<file path="src/rtl/bnn_act_packer.sv">
// bnn_act_packer: packs serial neuron activation bits (LSB-first) into M-bit
// words and buffers them in a first-word-fall-through FIFO. The input side
// never stalls; when the FIFO is full a committed word is dropped and the
// sticky overflow flag records the loss.
module bnn_act_packer #(
    parameter int M     = 16,
    parameter int DEPTH = 4
) (
    input  logic                         clk,
    input  logic                         rst,
    input  logic                         bit_in,
    input  logic                         bit_valid,
    input  logic                         flush,
    output logic [M-1:0]                 word_out,
    output logic [7:0]                   word_len,
    output logic                         word_valid,
    input  logic                         word_ready,
    output logic [$clog2(DEPTH+1)-1:0]   fill_level,
    output logic [7:0]                   bit_count,
    output logic                         overflow
);
    localparam int AW = $clog2(DEPTH);
    localparam int PW = AW + 1;
    localparam int CW = (M > 1) ? $clog2(M) : 1;
    localparam int FW = $clog2(DEPTH + 1);

    logic [M-1:0]  asm_q, asm_d;
    logic [7:0]    cnt_q, cnt_d;
    logic [PW-1:0] wr_ptr_q, wr_ptr_d, rd_ptr_q, rd_ptr_d;
    logic          ovf_q, ovf_d;
    logic [DEPTH-1:0][M-1:0] data_q, data_d;
    logic [DEPTH-1:0][7:0]   len_q, len_d;

    logic [M-1:0] acc_word;
    logic [7:0]   acc_cnt;
    logic         commit, full, empty, pop, push;

    // Fall-through read of the head entry; storage resets to zero so the
    // outputs read 0 while in reset.
    assign word_out   = data_q[rd_ptr_q[AW-1:0]];
    assign word_len   = len_q[rd_ptr_q[AW-1:0]];
    assign empty      = (wr_ptr_q == rd_ptr_q);
    assign full       = (wr_ptr_q[AW] != rd_ptr_q[AW]) &&
                        (wr_ptr_q[AW-1:0] == rd_ptr_q[AW-1:0]);
    assign word_valid = !empty;
    assign fill_level = FW'(wr_ptr_q - rd_ptr_q);
    assign bit_count  = cnt_q;
    assign overflow   = ovf_q;

    // Accept this cycle's bit first, then decide whether the word commits
    // (count reached M, or flush with something assembled) and where it goes.
    always_comb begin
        acc_word = asm_q;
        acc_cnt  = cnt_q;
        if (bit_valid) begin
            acc_word[cnt_q[CW-1:0]] = bit_in;
            acc_cnt                 = cnt_q + 8'd1;
        end
        commit = (acc_cnt == 8'(M)) || (flush && (acc_cnt != 8'd0));
        pop    = word_valid && word_ready;
        // A pop in the same cycle frees the slot the push needs.
        push   = commit && (!full || pop);

        asm_d    = commit ? '0 : acc_word;
        cnt_d    = commit ? 8'd0 : acc_cnt;
        ovf_d    = ovf_q || (commit && !push);
        rd_ptr_d = pop  ? rd_ptr_q + PW'(1) : rd_ptr_q;
        wr_ptr_d = push ? wr_ptr_q + PW'(1) : wr_ptr_q;
        data_d   = data_q;
        len_d    = len_q;
        if (push) begin
            data_d[wr_ptr_q[AW-1:0]] = acc_word;
            len_d[wr_ptr_q[AW-1:0]]  = acc_cnt;
        end
    end

    // State registers; reset discards any partial word and all FIFO contents.
    always_ff @(posedge clk or posedge rst) begin
        if (rst) begin
            asm_q    <= '0;
            cnt_q    <= '0;
            wr_ptr_q <= '0;
            rd_ptr_q <= '0;
            ovf_q    <= 1'b0;
            data_q   <= '0;
            len_q    <= '0;
        end else begin
            asm_q    <= asm_d;
            cnt_q    <= cnt_d;
            wr_ptr_q <= wr_ptr_d;
            rd_ptr_q <= rd_ptr_d;
            ovf_q    <= ovf_d;
            data_q   <= data_d;
            len_q    <= len_d;
        end
    end
endmodule

</file>
<file path="config.mk">
export PLATFORM = sky130hd
export DESIGN_NAME = bnn_act_packer
export DESIGN_NICKNAME = d
export VERILOG_FILES = /design/src/rtl/bnn_act_packer.sv
export SDC_FILE = /design/constraint.sdc
export NUM_CORES = 1
export LEC_CHECK = 0
export CORE_ASPECT_RATIO = 0.75
export CORE_UTILIZATION = 35
export DETAILED_ROUTE_END_ITERATION = 12
export GPL_ROUTABILITY_DRIVEN = 0
export PLACE_DENSITY_LB_ADDON = 0.25
export REMOVE_ABC_BUFFERS = 1
export SLEW_MARGIN = 20
export SYNTH_ARGS = -nofsm -noshare
export SYNTH_HDL_FRONTEND = slang
export SYNTH_SLANG_ARGS = --single-unit
</file>
<file path="constraint.sdc">
create_clock -name clk -period 4.5 [get_ports clk]
set_input_delay 0.45 -clock clk [delete_from_list [all_inputs] [get_ports clk]]
set_output_delay 0.45 -clock clk [all_outputs]
set_load 0.05 [all_outputs]
</file>
==> results.toml, run 1 <==
[outcome]
status = "finished, final reports clean"

[cts]
cts_tree = "done"
clkLatencyLatePin_ns = 0.42
clock-sinks = 127
clk_pin_slew_worst_paths_ns = 0.06
postCtsHoldBufs = 0
max-clock-path-buffers = 2
h-tree-depth = 4
root_buffer = "clkbuf_16"
cts_setup_buffers = 0
cts_resized = 0
cts_made_buffers = 17

[finish]
fillers = 1533
insertedDiodeCount = 0
seq_area_mm2 = 0.003178
syn_to_final_growth_pct = 20.53
fin_util = 0.4336
nNetsFinal = 488
drive_above_1_share = 0.3714
most-common-layout-cells = "dfrtp_1, mux2_2, clkdlybuf4s50_1, nand2_1"
layout_commonest_cell = "dfrtp_1"
multi_input_area_mm2 = 0.002724

[floorplanning]
die_area_mm2 = 0.01794
fp.dieH_um = 116.2
core_mm2 = 0.01693
start_util = 0.3597
ios = 43
fp-row-count = 41
die_w_um = 154.3

[synth]
synth_cell_types = 35
syn_area_mm2 = 0.006090
yosys-top-cells-area = "dfrtp_1, mux2_2, mux4_2"
yosysSeqAreaShare = 0.5219
synth_largest_area_cell = "dfrtp_1"
ys.warnings.count = 0
synth.avg_cell_area_um2 = 14.53
synth_cells = 419
synth_seq_cells = 127
synth_top_area_frac = 0.5219

[sta]
relSlewSlack = 0.4699
finalCritPeriodShare = 0.8182
finClkSkew_ns = 0.01102
hold_violations = 0
report.final.slew_viol_count = 0
setup_viol = 0
fin_crit_ns = 3.682
max_freq_mhz = 271.6
timing.setup.tns_ns = 0
tightestPinTransition_ns = 0.7935
grt_setup_unrepaired = "no"

[place]
portBuffers = 42
detailed_place_hpwl_mm = 8.600

[pwr]
ir_drop_mv = 0.3484
leakage_nw = 3.372
design_power_total_mw = 4.639
power_density_mw_per_mm2 = 632.1

[routing]
wirelength_mm = 13.21
antenna_left = 0
dr.pass1.iters = 4
vias = 3514
vias_per_cell = 5.042
drc_errors = 0
wire_per_inst_um = 18.95
drtIter0Drc = 143

[global_route]
antenna_found_initial = 0
grt_pass1_vias = 3876
track_usage = 0.1620
grt_max_degree = 86
grt_overflow = 0
grt_pass1_wl_mm = 21.67

[critical_path]
startpoint_type = "register"
critPathRequiredTime_ns = 4.79
reg2reg_slack_ns = 0.82
crit_path_end_kind = "register"
crit_arrival_ns = 3.97
crit_fanout = 16
path_class = "register to register"

[min_path]
hold_class = "register to register"

[job]
maxCapViolCount = 0
-- cells in the mapped netlist, drive strengths merged --
library cell,instances
or2,1
nand4,3
buf,14
and2,1
nand3,7
mux2,112
a21oi,4
nand2,29
and3b,2
inv,9
a221o,1
nor3,2
a21o,1
or4,1
fa,1
nor2b,24
clkbuf,8
xor2,4
a31oi,4
mux2i,4
nor2,3
nor3b,1
ha,11
o21ai,5
dfrtp,127
and3,2
a211o,1
mux4,24
nor4bb,1
o21bai,1
xnor2,11
-- worst max-delay path: stages (launching register included) --
cell and delay [ns]:
dfrtp_1 0.53, inv_1 0.15, ha_1 0.35, or4_1 0.52, a221o_1 0.46, or2_1 0.46, mux2i_4 0.50, buf_12 0.22
mux2_2 0.35
-- cells by family (layout without fill, tap and decap cells) --
logic type	Yosys count	count (layout)	synth area share
simple gates	77	77	0.06596
fa+ha+maj	12	12	0.02589
xor+xnor	15	15	0.02157
mux	140	140	0.3168
compound gates	17	17	0.01705
buf+inv	31	94	0.03082
flops	127	127	0.5219
-- path summary, 6_finish.rpt --
path	depth (start not counted)	end	from
max in group asynchronous	3	data_q[26]	rst
worst min register to register	1	overflow	overflow
worst max register to register	8	len_q[26]	bit_count[0]
min in group asynchronous	2	len_q[21]	rst
worst max-delay path	8	len_q[26]	bit_count[0]
worst min-delay path	1	overflow	overflow
-- sequential cells by signal, summed over array words and instances, names as in the netlist --
name,count
asm_q,16
bit_count,8
data_q,64
len_q,32
overflow,1
rd_ptr_q,3
wr_ptr_q,3
-- area by class of cell --
| cell class | instances | share of cell area |
|---|---|---|
| Timing Repair Buffer | 54 | 0.07126 |
| Inverter | 9 | 0.005285 |
| Multi-Input combinational cell | 261 | 0.3711 |
| Sequential cell | 127 | 0.4330 |
| Clock buffer | 21 | 0.06410 |
| Clock inverter | 10 | 0.01858 |
| Tap cell | 215 | 0.03665 |
-- per-layer routing --
layer | wire length (µm) | vias up | GRT usage
met1 | 6717 | 1863 | 0.2261
met3 | 276 | 13 | 0.03525
met4 | 157 | 0 | 0.06073
met2 | 6059 | 43 | 0.2494
met5 | 0 | - | 0
li1 | - | 1595 | -
-- per-stage QoR --
step	setup slack [ns]	instance area [µm²]	hold WS [ns]	cells
global route	0.6770	7340	0.5018	697
floorplan	0.6657	5936	0.4524	397
finish	0.8181	7340	0.4709	697
detailed placement	0.6535	6730	0.4641	666
global placement	0.7824	6730	0.4600	666
CTS	0.7857	7337	0.4799	697
-- where the power goes --
group,switching [mW],internal (mW)
clock,0.500,0.909
sequential,0.123,1.32
combinational,1.06,0.728
total,1.68,2.96
Note: power is estimated with default switching activity, not from simulation.
==> inputs of run 2 (changes only) <==
==> constraint.sdc (replaced) <==
create_clock -name clk -period 3.45 [get_ports clk]
set_input_delay 0.345 -clock clk [delete_from_list [all_inputs] [get_ports clk]]
set_output_delay 0.345 -clock clk [all_outputs]
set_load 0.05 [all_outputs]
==> results.toml, run 2 (synthesis gave the netlist of run 1 again) <==
[critical_path]
slowest_stage = "or4_1"
crit_start = "bit_count[1]"
crit_buf_inv = 2
path_cells = "inv_1, ha_1, or4_1, a221o_1, or2_1, mux2i_4, buf_12, mux2_2"
path_class = "register to register"
crit_fanout = 12
critPathRequiredTime_ns = 3.74
crit_arrival_ns = 3.60
path_delay_family = "simple AND/OR/NAND/NOR gates"
startpoint_type = "register"
crit_path_end_kind = "register"
max_stage_delay_ns = 0.53
r2r-start = "bit_count[1]"

[pwr]
power.switching_mw = 2.216
pwr-share-clk = 0.311
swShare = 0.3580
design_power_total_mw = 6.191
leakage_nw = 3.445
power_density_mw_per_mm2 = 827.7
p_seq_frac = 0.301
combPwrFrac = 0.388
ir_drop_mv = 0.4688
intPower_mw = 3.975

[cts]
cts_made_buffers = 17
max-clock-path-buffers = 2
cts_resized = 0
h-tree-depth = 4
clkLatencyLatePin_ns = 0.41
clk_pin_slew_worst_paths_ns = 0.06
postCtsHoldBufs = 0
cts_setup_buffers = 0
clock-sinks = 127
root_buffer = "clkbuf_16"
cts_tree = "done"

[outcome]
status = "finished, final reports clean"

[min_path]
hold_class = "primary input to async pin"

[floorplanning]
ios = 43
die_w_um = 154.3
core_mm2 = 0.01693
fp.dieH_um = 116.2
fp-row-count = 41
start_util = 0.3597
die_area_mm2 = 0.01794

[sta]
hold_violations = 0
setup_viol = 0
grt_setup_unrepaired = "no"
finClkSkew_ns = 0.009303
fin_crit_ns = 3.309
finalCritPeriodShare = 0.9591
relSlewSlack = 0.4858
max_freq_mhz = 302.2
setup_slack_ns = 0.1413
report.final.slew_viol_count = 0
holdWs_ns = 0.3951
tightestPinTransition_ns = 0.7697
timing.setup.tns_ns = 0

[finish]
drive_above_1_share = 0.3874
top_register = "data_q"
nNetsFinal = 498
syn_to_final_growth_pct = 22.83
fillers = 1535
insertedDiodeCount = 0
largestRegisters = "data_q: 64 flops, len_q: 32 flops, asm_q: 16 flops"
layout_commonest_cell = "dfrtp_1"
largest_reg_flops = 64
most-common-layout-cells = "dfrtp_1, mux2_2, clkdlybuf4s50_1, nand2_1"

[global_route]
busiest_layer = "met2"
grt_util_met2 = 0.2506
grt.met3_usage = 0.03265
grt_pass1_wl_mm = 21.29
grt_pass1_vias = 3751
use_met1 = 0.2209
grt_overflow = 0
antenna_found_initial = 0
grt_max_degree = 56
track_usage = 0.1594

[place]
place_ws_ns = 0.1617
detailed_place_hpwl_mm = 8.868
portBuffers = 42

[routing]
drc_errors = 0
drtIter0Drc = 147
dr.pass1.iters = 4
wire_per_inst_um = 18.73
antenna_left = 0
wirelength_mm = 13.26
vias = 3587
vias_per_cell = 5.066

[job]
maxCapViolCount = 0
## run 2: power groups by stage
stage / Combinational, mW / Sequential (mW) / Clock (mW)
floorplan: 1.51 / 2.02 / 0
global placement: 2.41 / 1.88 / 0
detailed placement: 2.43 / 1.89 / 0
CTS: 2.44 / 1.87 / 1.95
global route: 2.56 / 1.89 / 2.03
finish: 2.40 / 1.86 / 1.92
## run 2: layer usage
layer,share of wire,up-vias,wire [µm]
met2,0.47,70,6219
met5,0,-,0
met4,0.010,0,132
li1,-,1621,-
met3,0.031,10,416
met1,0.49,1886,6496
## run 2: path summary, 6_finish.rpt
path	end	slack, ns	cells past startpoint
max	len_q[24]	0.14	8
min	len_q[31]	0.40	2
max reg2reg	len_q[24]	0.14	8
min reg2reg	overflow	0.48	1
max in group asynchronous	data_q[42]	2.19	3
min in group clk	overflow	0.48	1
## run 2: worst reg2reg max path, stage by stage (launching register included)
cell and delay [ns]:
dfrtp_1 0.47, inv_1 0.12, ha_1 0.32, or4_1 0.53, a221o_1 0.38, or2_1 0.45, mux2i_4 0.38, buf_12 0.20
mux2_2 0.34
## run 2: per-stage QoR
stage / instances / cell area [µm²] / util
6_report: 708 / 7480 / 0.4418
5_1_grt: 708 / 7480 / 0.4418
4_1_cts: 708 / 7480 / 0.4418
3_5_place_dp: 676 / 6840 / 0.4041
3_3_place_gp: 676 / 6840 / 0.4041
2_1_floorplan: 397 / 5936 / -
## run 2: area by class of cell
cell class / count / area [µm²] / share of cell area
Inverter: 9 / 36.28 / 0.004851
Clock buffer: 20 / 456.7 / 0.06106
Sequential cell: 127 / 3178 / 0.4249
Clock inverter: 12 / 182.7 / 0.02442
Multi-Input combinational cell: 261 / 2724 / 0.3642
Tap cell: 215 / 269.0 / 0.03597
Timing Repair Buffer: 64 / 633.1 / 0.08464
==> inputs of run 3 (changes only) <==
--- a/config.mk
+++ b/config.mk
@@ -11,6 +11,7 @@
 export GPL_ROUTABILITY_DRIVEN = 0
 export PLACE_DENSITY_LB_ADDON = 0.25
 export REMOVE_ABC_BUFFERS = 1
+export SETUP_SLACK_MARGIN = 0.3
 export SLEW_MARGIN = 20
 export SYNTH_ARGS = -nofsm -noshare
 export SYNTH_HDL_FRONTEND = slang
==> results.toml, run 3 (synthesis gave the netlist of run 1 again) <==
[outcome]
status = "finished, final reports clean"

[pwr]
design_power_total_mw = 6.199
swShare = 0.3577
p_seq_frac = 0.301
leakage_nw = 3.537
ir_drop_mv = 0.4694
pwr-share-clk = 0.311
combPwrFrac = 0.388
power.switching_mw = 2.218
intPower_mw = 3.981
power_density_mw_per_mm2 = 827.0

[global_route]
track_usage = 0.1594
grt_overflow = 0
grt_max_degree = 56
grt_pass1_vias = 3751
antenna_found_initial = 0
grt_pass1_wl_mm = 21.29

[finish]
largestRegisters = "data_q: 64 flops, len_q: 32 flops, asm_q: 16 flops"
layout_commonest_cell = "dfrtp_1"
fillers = 1532
final_area_mm2 = 0.007496
insertedDiodeCount = 0
multi_input_area_mm2 = 0.002726
largest_reg_flops = 64
syn_to_final_growth_pct = 23.09
drive_above_1_share = 0.3915
top_register = "data_q"
most-common-layout-cells = "dfrtp_1, mux2_2, clkdlybuf4s50_1, nand2_1"
seq_area_mm2 = 0.003179
nNetsFinal = 498

[routing]
wirelength_mm = 13.24
wirelength_met1_mm = 6.485
dr_wl_met2_mm = 6.212
drc_errors = 0
drtIter0Drc = 180
antenna_left = 0
dr.pass1.iters = 4
vias = 3574
wire_per_inst_um = 18.70
dr_wl_met3_um = 409
vias_per_cell = 5.048
highest_layer = "met4"

[sta]
timing.setup.tns_ns = 0
holdWs_ns = 0.3925
grt_setup_unrepaired = "no"
max_freq_mhz = 327.2
setup_viol = 0
report.final.slew_viol_count = 0
relSlewSlack = 0.4681
fin_crit_ns = 3.056
hold_violations = 0
finalCritPeriodShare = 0.8859
finClkSkew_ns = 0.009834
tightestPinTransition_ns = 0.7963

[critical_path]
crit_fanout = 12
rr_endpoint = "len_q[24]"
r2r-start = "bit_count[1]"
critPathRequiredTime_ns = 3.74
reg2reg_slack_ns = 0.39
path_class = "register to register"
crit_path_end_kind = "register"
r2r_cells = 8
crit_arrival_ns = 3.35
startpoint_type = "register"

[floorplanning]
start_util = 0.3597
fp.dieH_um = 116.2
die_area_mm2 = 0.01794
ios = 43
fp-row-count = 41
die_w_um = 154.3
core_mm2 = 0.01693

[cts]
cts_resized = 2
root_buffer = "clkbuf_16"
postCtsHoldBufs = 0
cts_made_buffers = 17
cts_setup_buffers = 0
cts_tree = "done"
clk_pin_slew_worst_paths_ns = 0.06
max-clock-path-buffers = 2
clock-sinks = 127
clkLatencyLatePin_ns = 0.41
h-tree-depth = 4

[job]
maxCapViolCount = 0

[place]
portBuffers = 42
detailed_place_hpwl_mm = 8.868
postPlaceCellArea_mm2 = 0.006840

[min_path]
hold_class = "primary input to async pin"
-- run 3: per-stage QoR --
| stage | setup slack (ns) | util | std cells |
|---|---|---|---|
| after detailed placement | 0.1617 | 0.4041 | 676 |
| after global placement | 0.2585 | 0.4041 | 676 |
| after CTS | 0.3299 | 0.4420 | 708 |
| final | 0.3935 | 0.4428 | 708 |
| after global routing | 0.3098 | 0.4428 | 708 |
| after floorplan | -0.3472 | - | 397 |
-- run 3: how the worst max path moves through the flow --
stage,start,to,slack [ns]
floorplan,bit_count[0],data_q[32],-0.35
global placement,bit_valid,data_q[1],0.26
detailed placement,bit_count[1],data_q[59],0.16
CTS,bit_count[1],data_q[59],0.33
global route,rd_ptr_q[1],word_out[5],0.31
finish,bit_count[1],len_q[24],0.39
-- run 3: worst max-delay path: stages, from the launching register on --
cell and delay [ns]:
dfrtp_2 0.43, inv_1 0.09, ha_1 0.32, or4_1 0.53
a221o_1 0.39, or2_4 0.33, mux2i_4 0.31, buf_12 0.20
mux2_2 0.34
-- run 3: layer usage --
metal	global-route usage	up-vias
met4	0.05743	0
met2	0.2506	61
met1	0.2209	1878
li1	-	1623
met5	0	-
met3	0.03265	12
-- run 3: final cells by class --
class	instances	area share
clock buffers	20	0.06092
multi-input cells	261	0.3637
flip-flops and latches	127	0.4241
clock inverters	12	0.02437
repair buffers	64	0.08613
inverters	9	0.004841
well taps	215	0.03589
-- run 3: power by group through the flow --
stage	clock network, mW	logic, mW	registers, mW
detailed placement	0	2.43	1.89
floorplan	0	1.51	2.02
global placement	0	2.41	1.88
finish	1.93	2.41	1.86
global route	2.03	2.56	1.89
CTS	1.95	2.44	1.87
